[src/rtl/sel_a2f.sv]
// sel_a2f: merges IQ sample bursts and CPU response packets into one FTDI
// transmit word stream. Every packet is a header word followed by payload
// words. CPU requests win over IQ bursts, and a packet always runs to its end.
// The output register holds its word while the transmit path reports full.
// Optional feature: define SEL_A2F_SIGN_EXT_EN to sign-extend the 12-bit
// I and Q fields of IQ payload words into the unused nibbles above them.
module sel_a2f #(
    parameter int FT_DATA_WIDTH    = 32,
    parameter int IQ_PAIR_WIDTH    = 24,
    parameter int QSTART_BIT_INDEX = 16,
    parameter int BURST_LEN        = 256
) (
    input  logic                     clk_i,
    input  logic                     reset,
    input  logic                     loopback,
    input  logic [IQ_PAIR_WIDTH-1:0] iq_data_i,
    input  logic                     iq_empty_i,
    input  logic                     iq_enough_i,
    output logic                     iq_re_o,
    input  logic                     cpu_req_i,
    input  logic [7:0]               cpu_len_i,
    input  logic [FT_DATA_WIDTH-1:0] cpu_data_i,
    input  logic                     cpu_empty_i,
    output logic                     cpu_re_o,
    output logic [FT_DATA_WIDTH-1:0] data_o,
    output logic                     we_o,
    input  logic                     full_i
);

    // The *_HDR states mean "header word now sits in the output register".
    // The next load from a *_HDR state is the first payload word.
    typedef enum logic [2:0] {IDLE, IQ_HDR, IQ_DATA, CPU_HDR, CPU_DATA} state_t;

    localparam logic [15:0] LP_BURST = 16'(BURST_LEN);

    state_t                   r_state, w_next_state;
    logic [15:0]              r_cnt, w_next_cnt;
    logic [7:0]               r_len, w_next_len;
    logic [FT_DATA_WIDTH-1:0] r_data, w_next_data;
    logic                     r_we, w_next_we;
    logic                     w_load;
    logic                     w_iq_pop, w_cpu_pop;
    logic [15:0]              w_cnt_inc;
    logic [FT_DATA_WIDTH-1:0] w_iq_word, w_iq_hdr, w_cpu_hdr;

    // The output register may take a new word when it is empty or draining.
    assign w_load    = !r_we || !full_i;
    assign w_cnt_inc = r_cnt + 16'd1;

    // Build the header words and the reformatted IQ payload word.
    always_comb begin
        w_iq_hdr        = '0;
        w_iq_hdr[15:0]  = LP_BURST;
        w_cpu_hdr       = '0;
        w_cpu_hdr[31]   = 1'b1;
        w_cpu_hdr[27:20] = cpu_len_i;
        w_iq_word       = '0;
        w_iq_word[QSTART_BIT_INDEX +: 12] = iq_data_i[23:12];
        w_iq_word[11:0] = iq_data_i[11:0];
`ifdef SEL_A2F_SIGN_EXT_EN
        w_iq_word[31:28] = {4{iq_data_i[23]}};
        w_iq_word[15:12] = {4{iq_data_i[11]}};
`else
        w_iq_word[31:28] = 4'h0;
        w_iq_word[15:12] = 4'h0;
`endif
    end

    // Next-state, output register and FIFO pop decode.
    always_comb begin
        w_next_state = r_state;
        w_next_cnt   = r_cnt;
        w_next_len   = r_len;
        w_next_data  = r_data;
        w_next_we    = r_we;
        w_iq_pop     = 1'b0;
        w_cpu_pop    = 1'b0;
        if (w_load) begin
            // Without a new word the current one is consumed and the output goes idle.
            w_next_we = 1'b0;
            case (r_state)
                IDLE: begin
                    if (cpu_req_i) begin
                        w_next_data  = w_cpu_hdr;
                        w_next_we    = 1'b1;
                        w_next_len   = cpu_len_i;
                        w_next_cnt   = 16'd0;
                        w_next_state = (cpu_len_i == 8'd0) ? IDLE : CPU_HDR;
                    end else if (iq_enough_i) begin
                        w_next_data  = w_iq_hdr;
                        w_next_we    = 1'b1;
                        w_next_cnt   = 16'd0;
                        w_next_state = IQ_HDR;
                    end
                end
                IQ_HDR, IQ_DATA: begin
                    if (!iq_empty_i) begin
                        w_next_data  = w_iq_word;
                        w_next_we    = 1'b1;
                        w_iq_pop     = 1'b1;
                        w_next_cnt   = w_cnt_inc;
                        w_next_state = (w_cnt_inc == LP_BURST) ? IDLE : IQ_DATA;
                    end
                end
                CPU_HDR, CPU_DATA: begin
                    if (!cpu_empty_i) begin
                        w_next_data  = cpu_data_i;
                        w_next_we    = 1'b1;
                        w_cpu_pop    = 1'b1;
                        w_next_cnt   = w_cnt_inc;
                        w_next_state = (w_cnt_inc == {8'h00, r_len}) ? IDLE : CPU_DATA;
                    end
                end
                default: w_next_state = IDLE;
            endcase
        end
    end

    // State, counter, length and output register; loopback acts as a reset.
    always_ff @(posedge clk_i or posedge reset) begin
        if (reset) begin
            r_state <= IDLE;
            r_cnt   <= 16'd0;
            r_len   <= 8'd0;
            r_data  <= '0;
            r_we    <= 1'b0;
        end else if (loopback) begin
            r_state <= IDLE;
            r_cnt   <= 16'd0;
            r_len   <= 8'd0;
            r_data  <= '0;
            r_we    <= 1'b0;
        end else begin
            r_state <= w_next_state;
            r_cnt   <= w_next_cnt;
            r_len   <= w_next_len;
            r_data  <= w_next_data;
            r_we    <= w_next_we;
        end
    end

    assign iq_re_o  = w_iq_pop  && !loopback && !reset;
    assign cpu_re_o = w_cpu_pop && !loopback && !reset;
    assign data_o   = r_data;
    assign we_o     = r_we;

endmodule
[config.mk]
export PLATFORM = sky130hd
export DESIGN_NAME = sel_a2f
export DESIGN_NICKNAME = d
export VERILOG_FILES = /design/src/rtl/sel_a2f.sv
export SDC_FILE = /design/constraint.sdc
export NUM_CORES = 1
export LEC_CHECK = 0
export CELL_PAD_IN_SITES_DETAIL_PLACEMENT = 0
export CELL_PAD_IN_SITES_GLOBAL_PLACEMENT = 1
export CORE_ASPECT_RATIO = 2
export CORE_MARGIN = 1
export CORE_UTILIZATION = 36
export CTS_CLUSTER_SIZE = 12
export DETAILED_ROUTE_END_ITERATION = 10
export GPL_TIMING_DRIVEN = 0
export HOLD_SLACK_MARGIN = 0.03
export PLACE_DENSITY_LB_ADDON = 0.1
export SKIP_CTS_REPAIR_TIMING = 1
export SKIP_LAST_GASP = 1
export SYNTH_ARGS = -nofsm -noshare
export SYNTH_HDL_FRONTEND = slang
export SYNTH_SLANG_ARGS = --single-unit
[constraint.sdc]
create_clock -name clk_i -period 2.2 [get_ports clk_i]
set_input_delay 0.44 -clock clk_i [delete_from_list [all_inputs] [get_ports clk_i]]
set_output_delay 0.44 -clock clk_i [all_outputs]
set_load 0.02 [all_outputs]
==> out/summary.log, run 1 <==
[min_path] hold path depth 1
[synthesis] largest family of logic cells by synthesized area simple AND/OR/NAND/NOR gates
[place] half-perimeter wire length after detailed placement 9200 um
[cells_and_area] Layout Cells excl Fill 660
[synthesis] area of the mapped netlist 3660 sq um
[clocking] clock input transition at the sequential cells of the worst setup and hold paths 0.06 ns
[synthesis] number of different library cells in the post-synthesis netlist 65
[timing] Max Clock Skew 0.00595 ns
[cells_and_area] most frequent cells in the layout sky130_fd_sc_hd__clkdlybuf4s50_1, sky130_fd_sc_hd__dfrtp_1, sky130_fd_sc_hd__nor2_1, sky130_fd_sc_hd__nand2_1, sky130_fd_sc_hd__nor3_1
[route] post-detailed-route wirelength per cell 18.5 um
[clocking] clk root buf sky130_fd_sc_hd__clkbuf_16
[floorplanning] die height 145 um
[route] total routed wirelength 12200 um
[floorplanning] Core Rows 51
[timing] post-layout worst setup margin -0.199 ns
[pwr] leakage component of the power 2.40 nW
[synthesis] Mapped Nets 469
[worst_setup_path] Crit path required time 2.39 ns
[synthesis] count of yosys warnings during synthesis 0
[timing] final critical-path required period 2.40 ns
[route] number of remaining DRC errors 0
[grt] maximum number of pins on one net before global-route repair 41
[timing] max-slew violations 0
[clocking] clock network latency to the later pin of the worst-skew pair 0.33 ns
[worst_setup_path] startpoint type of the worst setup path register
[pwr] maximum VDD drop 0.000638 V
[floorplanning] area of the core region 9830 sq um
[place] placed cell areas 4890 sq um
[synthesis] proportion of synthesized chip area in sequential cells 41.0%
[floorplanning] width of the chip 73.3 um
[worst_setup_path] Arr. time, crit path 2.59 ns
[grt] wire length of the first global-routing pass 18700 um
[timing] worst slew pin tran 0.732 ns
[route] first-pass iteration count of the detailed router 5
[status] violations in the final reports negative setup slack
[timing] post-route fraction of the period consumed by the critical path 109%
[cells_and_area] area of all placed cells without fillers 5560 sq um
[synthesis] synthesized netlist cell count 395
[place] GP Congestion 0.903
[synthesis] syn avg cell area 9.27 sq um
[synthesis] share of synthesized flip-flops with an asynchronous set or reset 100%
[pwr] power density over the cells 1210 nW/um^2
[synthesis] adder-cell share of the synthesized area 0.684%
[cells_and_area] commonest non-fill, non-tap cell in the layout sky130_fd_sc_hd__clkdlybuf4s50_1
[timing] relative slew slack 50.9%
[timing] Setup Viol. Count Final 3
[worst_setup_path] cell depth of the worst flop-to-flop path 8
[cells_and_area] FILL cells 951
[synthesis] share of cell area taken by muxes after synthesis 2.77%
[place] number of buffers added on ports 104
[floorplanning] top-level port count 107
[synthesis] Compound-Gate Fraction of Synth Area 21.9%
[route] Via-to-Cell Ratio 5.49
[cells_and_area] Final nets 597
[synthesis] flip-flop and latch count after synthesis 60
[grt] number of global-route vias before repair 3648
[status] result of the run complete, but fails checks
[cells_and_area] share of the core filled with cells 56.6%
[clocking] Max Root-Sink Buffers 2
[clocking] H-tree lvl count 3
[cells_and_area] Area growth syn-to-layout 51.9%
[worst_setup_path] top fanout value on the critical path 7
[job] max capacitance violation total 0
[worst_setup_path] startpoint-to-endpoint class of the critical path register to register
[route] First DRT Iteration DRCs 131
[clocking] clock sink count 60
[grt] global routing usage summed across all routing layers 23.8%
[timing] maximum clock frequency 0.417 GHz
[route] ANT nets after route 0
[synthesis] fraction of the mapped netlist area in simple logic gates 24.4%
[synthesis] flip-flop cell with the highest count after synthesis sky130_fd_sc_hd__dfrtp_1
[timing] worst hold margin 0.472 ns
[clocking] TritonCTS clock tree built
[floorplanning] DIE AREA 10600 sq um
[min_path] class of the worst hold path register to register
[place] Placed Cells 632
[floorplanning] Initial Utilization 37.3%
[cells_and_area] ANT cells 0
[route] routed vias 3626
[worst_setup_path] capturing element type of the critical path register
[timing] count of endpoints failing hold in the final timing report 0
[timing] Sum Neg Setup Slack -0.448 ns
[cells_and_area] fraction of layout cells with a size suffix above 1 18.9%
[synthesis] number of enable flip-flop cells after synthesis 0
[synthesis] share of the synthesized netlist area taken by xor and xnor gates 3.38%
[grt] global-route congestion overflow total 0
[timing] setup repair after global routing missed its margin true
[grt] number of antenna violations at the first check in global routing 0
[clocking] number of CTS-inserted buffers 9
==> through the flow <==
stage	worst slack, ns	total power [mW]
6_report	-0.199	6.73
3_5_place_dp	-0.392	4.73
2_1_floorplan	0.210	3.56
4_1_cts	-0.417	6.33
5_1_grt	-0.319	7.14
3_3_place_gp	-0.989	4.70
==> registers in the layout, indices dropped and copies added (netlist names) <==
register / count
r_len: 8
we_o: 1
r_cnt: 16
r_state: 3
data_o: 32
==> path summary, 6_finish.rpt <==
path	from	to	slack, ns
max in group asynchronous	reset	r_cnt[1]$_DFFE_PP0P_	1.11
min	data_o[22]$_DFFE_PP0P_	data_o[22]$_DFFE_PP0P_	0.47
max reg2reg	r_cnt[1]$_DFFE_PP0P_	r_state[2]$_DFFE_PP0P_	-0.20
min reg2reg	data_o[22]$_DFFE_PP0P_	data_o[22]$_DFFE_PP0P_	0.47
max	r_cnt[1]$_DFFE_PP0P_	r_state[2]$_DFFE_PP0P_	-0.20
min in group asynchronous	reset	data_o[29]$_DFFE_PP0P_	0.49
==> power by group <==
group | internal, mW | switching, mW
registers | 1.37 | 0.151
clock network | 1.05 | 0.520
logic | 1.59 | 2.05
total | 4.01 | 2.72
==> synth_stat cells (4+ instances only) <==
| master | count | area [sq um] |
|---|---|---|
| sky130_fd_sc_hd__a21o_1 | 11 | 82.6 |
| sky130_fd_sc_hd__a21oi_1 | 12 | 60.1 |
| sky130_fd_sc_hd__o21ai_0 | 15 | 75.1 |
| sky130_fd_sc_hd__a31oi_1 | 4 | 25.0 |
| sky130_fd_sc_hd__a22o_1 | 7 | 61.3 |
| sky130_fd_sc_hd__inv_1 | 5 | 18.8 |
| sky130_fd_sc_hd__nor2_1 | 44 | 165 |
| sky130_fd_sc_hd__or3_1 | 5 | 31.3 |
| sky130_fd_sc_hd__nand2_1 | 30 | 113 |
| sky130_fd_sc_hd__buf_2 | 12 | 60.1 |
| sky130_fd_sc_hd__clkbuf_1 | 12 | 45.0 |
| sky130_fd_sc_hd__xor2_1 | 5 | 43.8 |
| sky130_fd_sc_hd__mux2i_1 | 9 | 90.1 |
| sky130_fd_sc_hd__buf_4 | 4 | 30.0 |
| sky130_fd_sc_hd__nor2b_1 | 4 | 25.0 |
| sky130_fd_sc_hd__xnor2_1 | 6 | 52.6 |
| sky130_fd_sc_hd__nand3_1 | 13 | 65.1 |
| sky130_fd_sc_hd__nor3_1 | 30 | 150 |
| sky130_fd_sc_hd__dfrtp_1 | 60 | 1500 |
| sky130_fd_sc_hd__a22oi_1 | 8 | 60.1 |
| sky130_fd_sc_hd__o31ai_1 | 4 | 30.0 |
| sky130_fd_sc_hd__nor4_1 | 7 | 43.8 |
| sky130_fd_sc_hd__a221oi_1 | 25 | 219 |
==> kinds of logic after synthesis <==
family                     count (synthesis)
and+or+nand+nor                          165
xor gates and xnor gates                  12
DFF                                       60
muxes                                     10
buffers and inverters                     39
adders and majority gates                  2
AOI/OAI and AO/OA                        107
==> layer usage <==
metal	share of wire [%]	GRT usage, %
met5	0	0
met4	3.8	12.1
met3	3.4	3.90
met2	57	45.0
met1	36	24.3
==> critical path: stages (launching register included) <==
cell and delay [ns]:
sky130_fd_sc_hd__dfrtp_2 0.43, sky130_fd_sc_hd__ha_1 0.20, sky130_fd_sc_hd__nand4_1 0.29, sky130_fd_sc_hd__buf_4 0.25, sky130_fd_sc_hd__nor2_2 0.23, sky130_fd_sc_hd__xnor2_1 0.16, sky130_fd_sc_hd__nand4_1 0.11, sky130_fd_sc_hd__o31ai_1 0.42
sky130_fd_sc_hd__nand3_1 0.16
==> cell type report <==
class	instances	area, sq um	share of cell area (%)
well taps	132	165	2.97
multi-input cells	296	2110	38.0
plain buffers	33	206	3.71
clock buffers	11	253	4.55
clock inverters	5	83.8	1.51
inverters	5	18.8	0.338
flip-flops and latches	60	1500	27.0
repair buffers	118	1220	21.9
(Power assumes the default switching activity.)
==> run 2, diff against run 1 <==
Settings changed: CORE_MARGIN 1 to 8.
==> out/summary.log, run 2 (same netlist as run 1, synthesis figures left out) <==
[status] result of the run complete, but fails checks
[status] violations in the final reports negative setup slack
[cells_and_area] commonest non-fill, non-tap cell in the layout sky130_fd_sc_hd__clkdlybuf4s50_1
[grt] number of global-route vias before repair 3853 [+5.6%]
[floorplanning] top-level port count 107 [unchanged]
[worst_setup_path] Arr. time, crit path 2.52 ns [-0.07 ns]
[min_path] Min-Delay Endpoint r_cnt[15]$_DFFE_PP0P_
[cells_and_area] Final nets 598 [+0.17%]
[worst_setup_path] most frequent cell on the critical path sky130_fd_sc_hd__nand3_1
[pwr] maximum VDD drop 0.00101 V [+58%]
[worst_setup_path] cell depth of the worst flop-to-flop path 7 [-1]
[cells_and_area] share of the core filled with cells 55.1% [-1.5 points]
[timing] relative slew slack 40.4% [-11 points]
[route] post-detailed-route wirelength per cell 19.7 um [+6.0%]
[pwr] part of the power in registers 22.8% [+0.3 points]
[floorplanning] Core Rows 52 [+2.0%]
[pwr] Clock Power Share 24.9% [+1.5 points]
[worst_setup_path] startpoint type of the worst setup path register
[pwr] switching power summed over all nets 2.65 mW [-2.5%]
[place] number of buffers added on ports 104 [unchanged]
[min_path] class of the worst hold path register to register
[pwr] internal power 4.01 mW [-0.14%]
[pwr] leakage component of the power 2.36 nW [-1.7%]
[worst_setup_path] longest individual stage delay on the worst path 0.42 ns [about the same]
[timing] maximum clock frequency 0.430 GHz [+3.3%]
[grt] maximum number of pins on one net before global-route repair 36 [-12%]
[cells_and_area] ANT cells 0 [unchanged]
[floorplanning] width of the chip 87.3 um [+19%]
[route] First DRT Iteration DRCs 155 [+18%]
[timing] post-layout worst setup margin -0.124 ns [+0.0755 ns]
[cells_and_area] fraction of layout cells with a size suffix above 1 17.6% [-1.4 points]
[worst_setup_path] slowest CP cell sky130_fd_sc_hd__clkbuf_1
[floorplanning] die height 159 um [+9.7%]
[cells_and_area] Area growth syn-to-layout 50.8%
[worst_setup_path] beginning of the worst register-to-register path r_cnt[7]$_DFFE_PP0P_
[route] number of remaining DRC errors 0 [unchanged]
[pwr] post-layout total power 6.66 mW [-1.1%]
[timing] worst slew pin tran 0.894 ns [+0.162 ns]
[grt] wire length of the first global-routing pass 20400 um [+9.1%]
[timing] worst hold margin 0.473 ns [+0.00123 ns]
[route] routed vias 3676 [+1.4%]
[route] first-pass iteration count of the detailed router 4 [-1]
[floorplanning] Initial Utilization 36.5% [-0.72 points]
[worst_setup_path] Crit path required time 2.40 ns [about the same]
[cells_and_area] most frequent cells in the layout sky130_fd_sc_hd__clkdlybuf4s50_1, sky130_fd_sc_hd__dfrtp_1, sky130_fd_sc_hd__nor2_1, sky130_fd_sc_hd__nor3_1, sky130_fd_sc_hd__nand2_1
[grt] global-route congestion overflow total 0 [unchanged]
[floorplanning] area of the core region 10000 sq um [+2.0%]
[min_path] hold path depth 2 [+1]
[clocking] clock sink count 60 [unchanged]
[timing] Max Clock Skew 0.00892 ns [+0.00298 ns]
[timing] max-slew violations 0 [unchanged]
[clocking] TritonCTS clock tree built
[min_path] origin of the worst min-delay path r_cnt[15]$_DFFE_PP0P_
[clocking] clock input transition at the sequential cells of the worst setup and hold paths 0.06 ns [about the same]
[timing] count of endpoints failing hold in the final timing report 0 [unchanged]
[clocking] Max Root-Sink Buffers 2 [unchanged]
[pwr] fraction of power consumed by combinational cells 52.3% [-1.8 points]
[clocking] H-tree lvl count 3 [unchanged]
[timing] final critical-path required period 2.32 ns [-0.0755 ns]
[pwr] Sw Ratio 39.8% [-0.57 points]
[worst_setup_path] capturing element type of the critical path register
[clocking] number of CTS-inserted buffers 9 [unchanged]
[timing] post-route fraction of the period consumed by the critical path 106% [-3.4 points]
[worst_setup_path] ordered cell list for the critical path clkbuf_1 > nand3_1 > nor2_1 > xnor2_1 > nand4_1 > o31ai_1 > nand3_1
[job] max capacitance violation total 0 [unchanged]
[worst_setup_path] top fanout value on the critical path 10 [+3]
[grt] number of antenna violations at the first check in global routing 0 [unchanged]
[timing] setup repair after global routing missed its margin true
[worst_setup_path] worst path buffer plus inverter count 1 [unchanged]
[floorplanning] DIE AREA 13800 sq um [+31%]
[cells_and_area] number of flip-flops in the largest register 32 [unchanged]
[place] GP Congestion 0.893 [-1.1%]
[worst_setup_path] cell class contributing the biggest share of worst-path delay simple AND/OR/NAND/NOR gates
[clocking] clock network latency to the later pin of the worst-skew pair 0.33 ns [about the same]
[worst_setup_path] startpoint-to-endpoint class of the critical path register to register
[clocking] clk root buf sky130_fd_sc_hd__clkbuf_16
[worst_setup_path] destination of the worst register-to-register timing path r_state[2]$_DFFE_PP0P_
[route] total routed wirelength 13000 um [+6.6%]
[route] Via-to-Cell Ratio 5.54 [+0.77%]
[place] half-perimeter wire length after detailed placement 10000 um [+9.1%]
[worst_setup_path] R2R Setup Slk -0.12 ns [+0.08 ns]
[grt] global routing usage summed across all routing layers 19.5% [-4.3 points]
[place] DP Worst Slack -0.426 ns [-0.0340 ns]
[timing] Setup Viol. Count Final 6 [+3]
[route] ANT nets after route 0 [unchanged]
[pwr] power density over the cells 1210 nW/um^2 [-0.37%]
[run 2: changes by cell type in the layout (fill, tap and decap cells not counted), sizes merged]
cell and change:
clkbuf +2, buf -1, bufinv +1, clkinv +1, clkinvlp -1, dlymetal6s2s -1
[run 2: cell type report]
class	instances	area, sq um
Sequential cell	60	1500
Tap cell	135	169
Clock inverter	6	111
Fill cell	975	4500
Clock buffer	10	239
Inverter	5	18.8
Timing Repair Buffer	119	1200
Multi-Input combinational cell	296	2060
Buffer	33	225
[run 2: how the worst max path moves through the flow]
stage                           start                     end  slack (ns)  depth (start not counted)
6_report         r_cnt[7]$_DFFE_PP0P_  r_state[2]$_DFFE_PP0P_       -0.12                          7
5_1_grt        r_state[1]$_DFFE_PP0P_                cpu_re_o       -0.19                          6
4_1_cts          r_cnt[1]$_DFFE_PP0P_  r_state[2]$_DFFE_PP0P_       -0.43                          8
3_5_place_dp     r_cnt[1]$_DFFE_PP0P_  r_state[2]$_DFFE_PP0P_       -0.43                          8
3_3_place_gp                    reset   r_cnt[14]$_DFFE_PP0P_       -0.99                          2
2_1_floorplan  r_state[1]$_DFFE_PP0P_  data_o[20]$_DFFE_PP0P_        0.21                          9
[run 2: through the flow]
| step | instance area (sq um) | TNS [ns] | instances |
|---|---|---|---|
| after global routing | 5520 | -1.45 | 664 |
| final | 5520 | -0.214 | 664 |
| after global placement | 4870 | -66.34 | 634 |
| after detailed placement | 4890 | -7.74 | 635 |
| after floorplan | 3660 | 0 | 395 |
| after CTS | 5240 | -2.98 | 651 |
[run 2: routing by layer]
layer / up-vias / wire length (um) / track usage, %
met2: 110 / 7170 / 35.2
met5: - / 0 / 0
li1: 1747 / - / -
met4: 0 / 677 / 12.5
met1: 1784 / 4550 / 19.0
met3: 35 / 648 / 4.86
[run 2: worst reg2reg max path, delay by kind of cell (launching register included)]
family | cells | cell delay, ns
buffers and inverters | 1 | 0.42
AO/OA/AOI/OAI | 1 | 0.41
XOR/XNOR | 1 | 0.17
AND/OR/NAND/NOR | 4 | 0.80
flip-flops | 1 | 0.40
[run 2: power groups by stage]
stage / logic [mW] / clock network (mW) / registers [mW]
finish: 3.49 / 1.66 / 1.52
CTS: 3.24 / 1.68 / 1.51
global placement: 3.21 / 0 / 1.52
floorplan: 1.80 / 0 / 1.76
global route: 3.79 / 1.72 / 1.55
detailed placement: 3.23 / 0 / 1.53
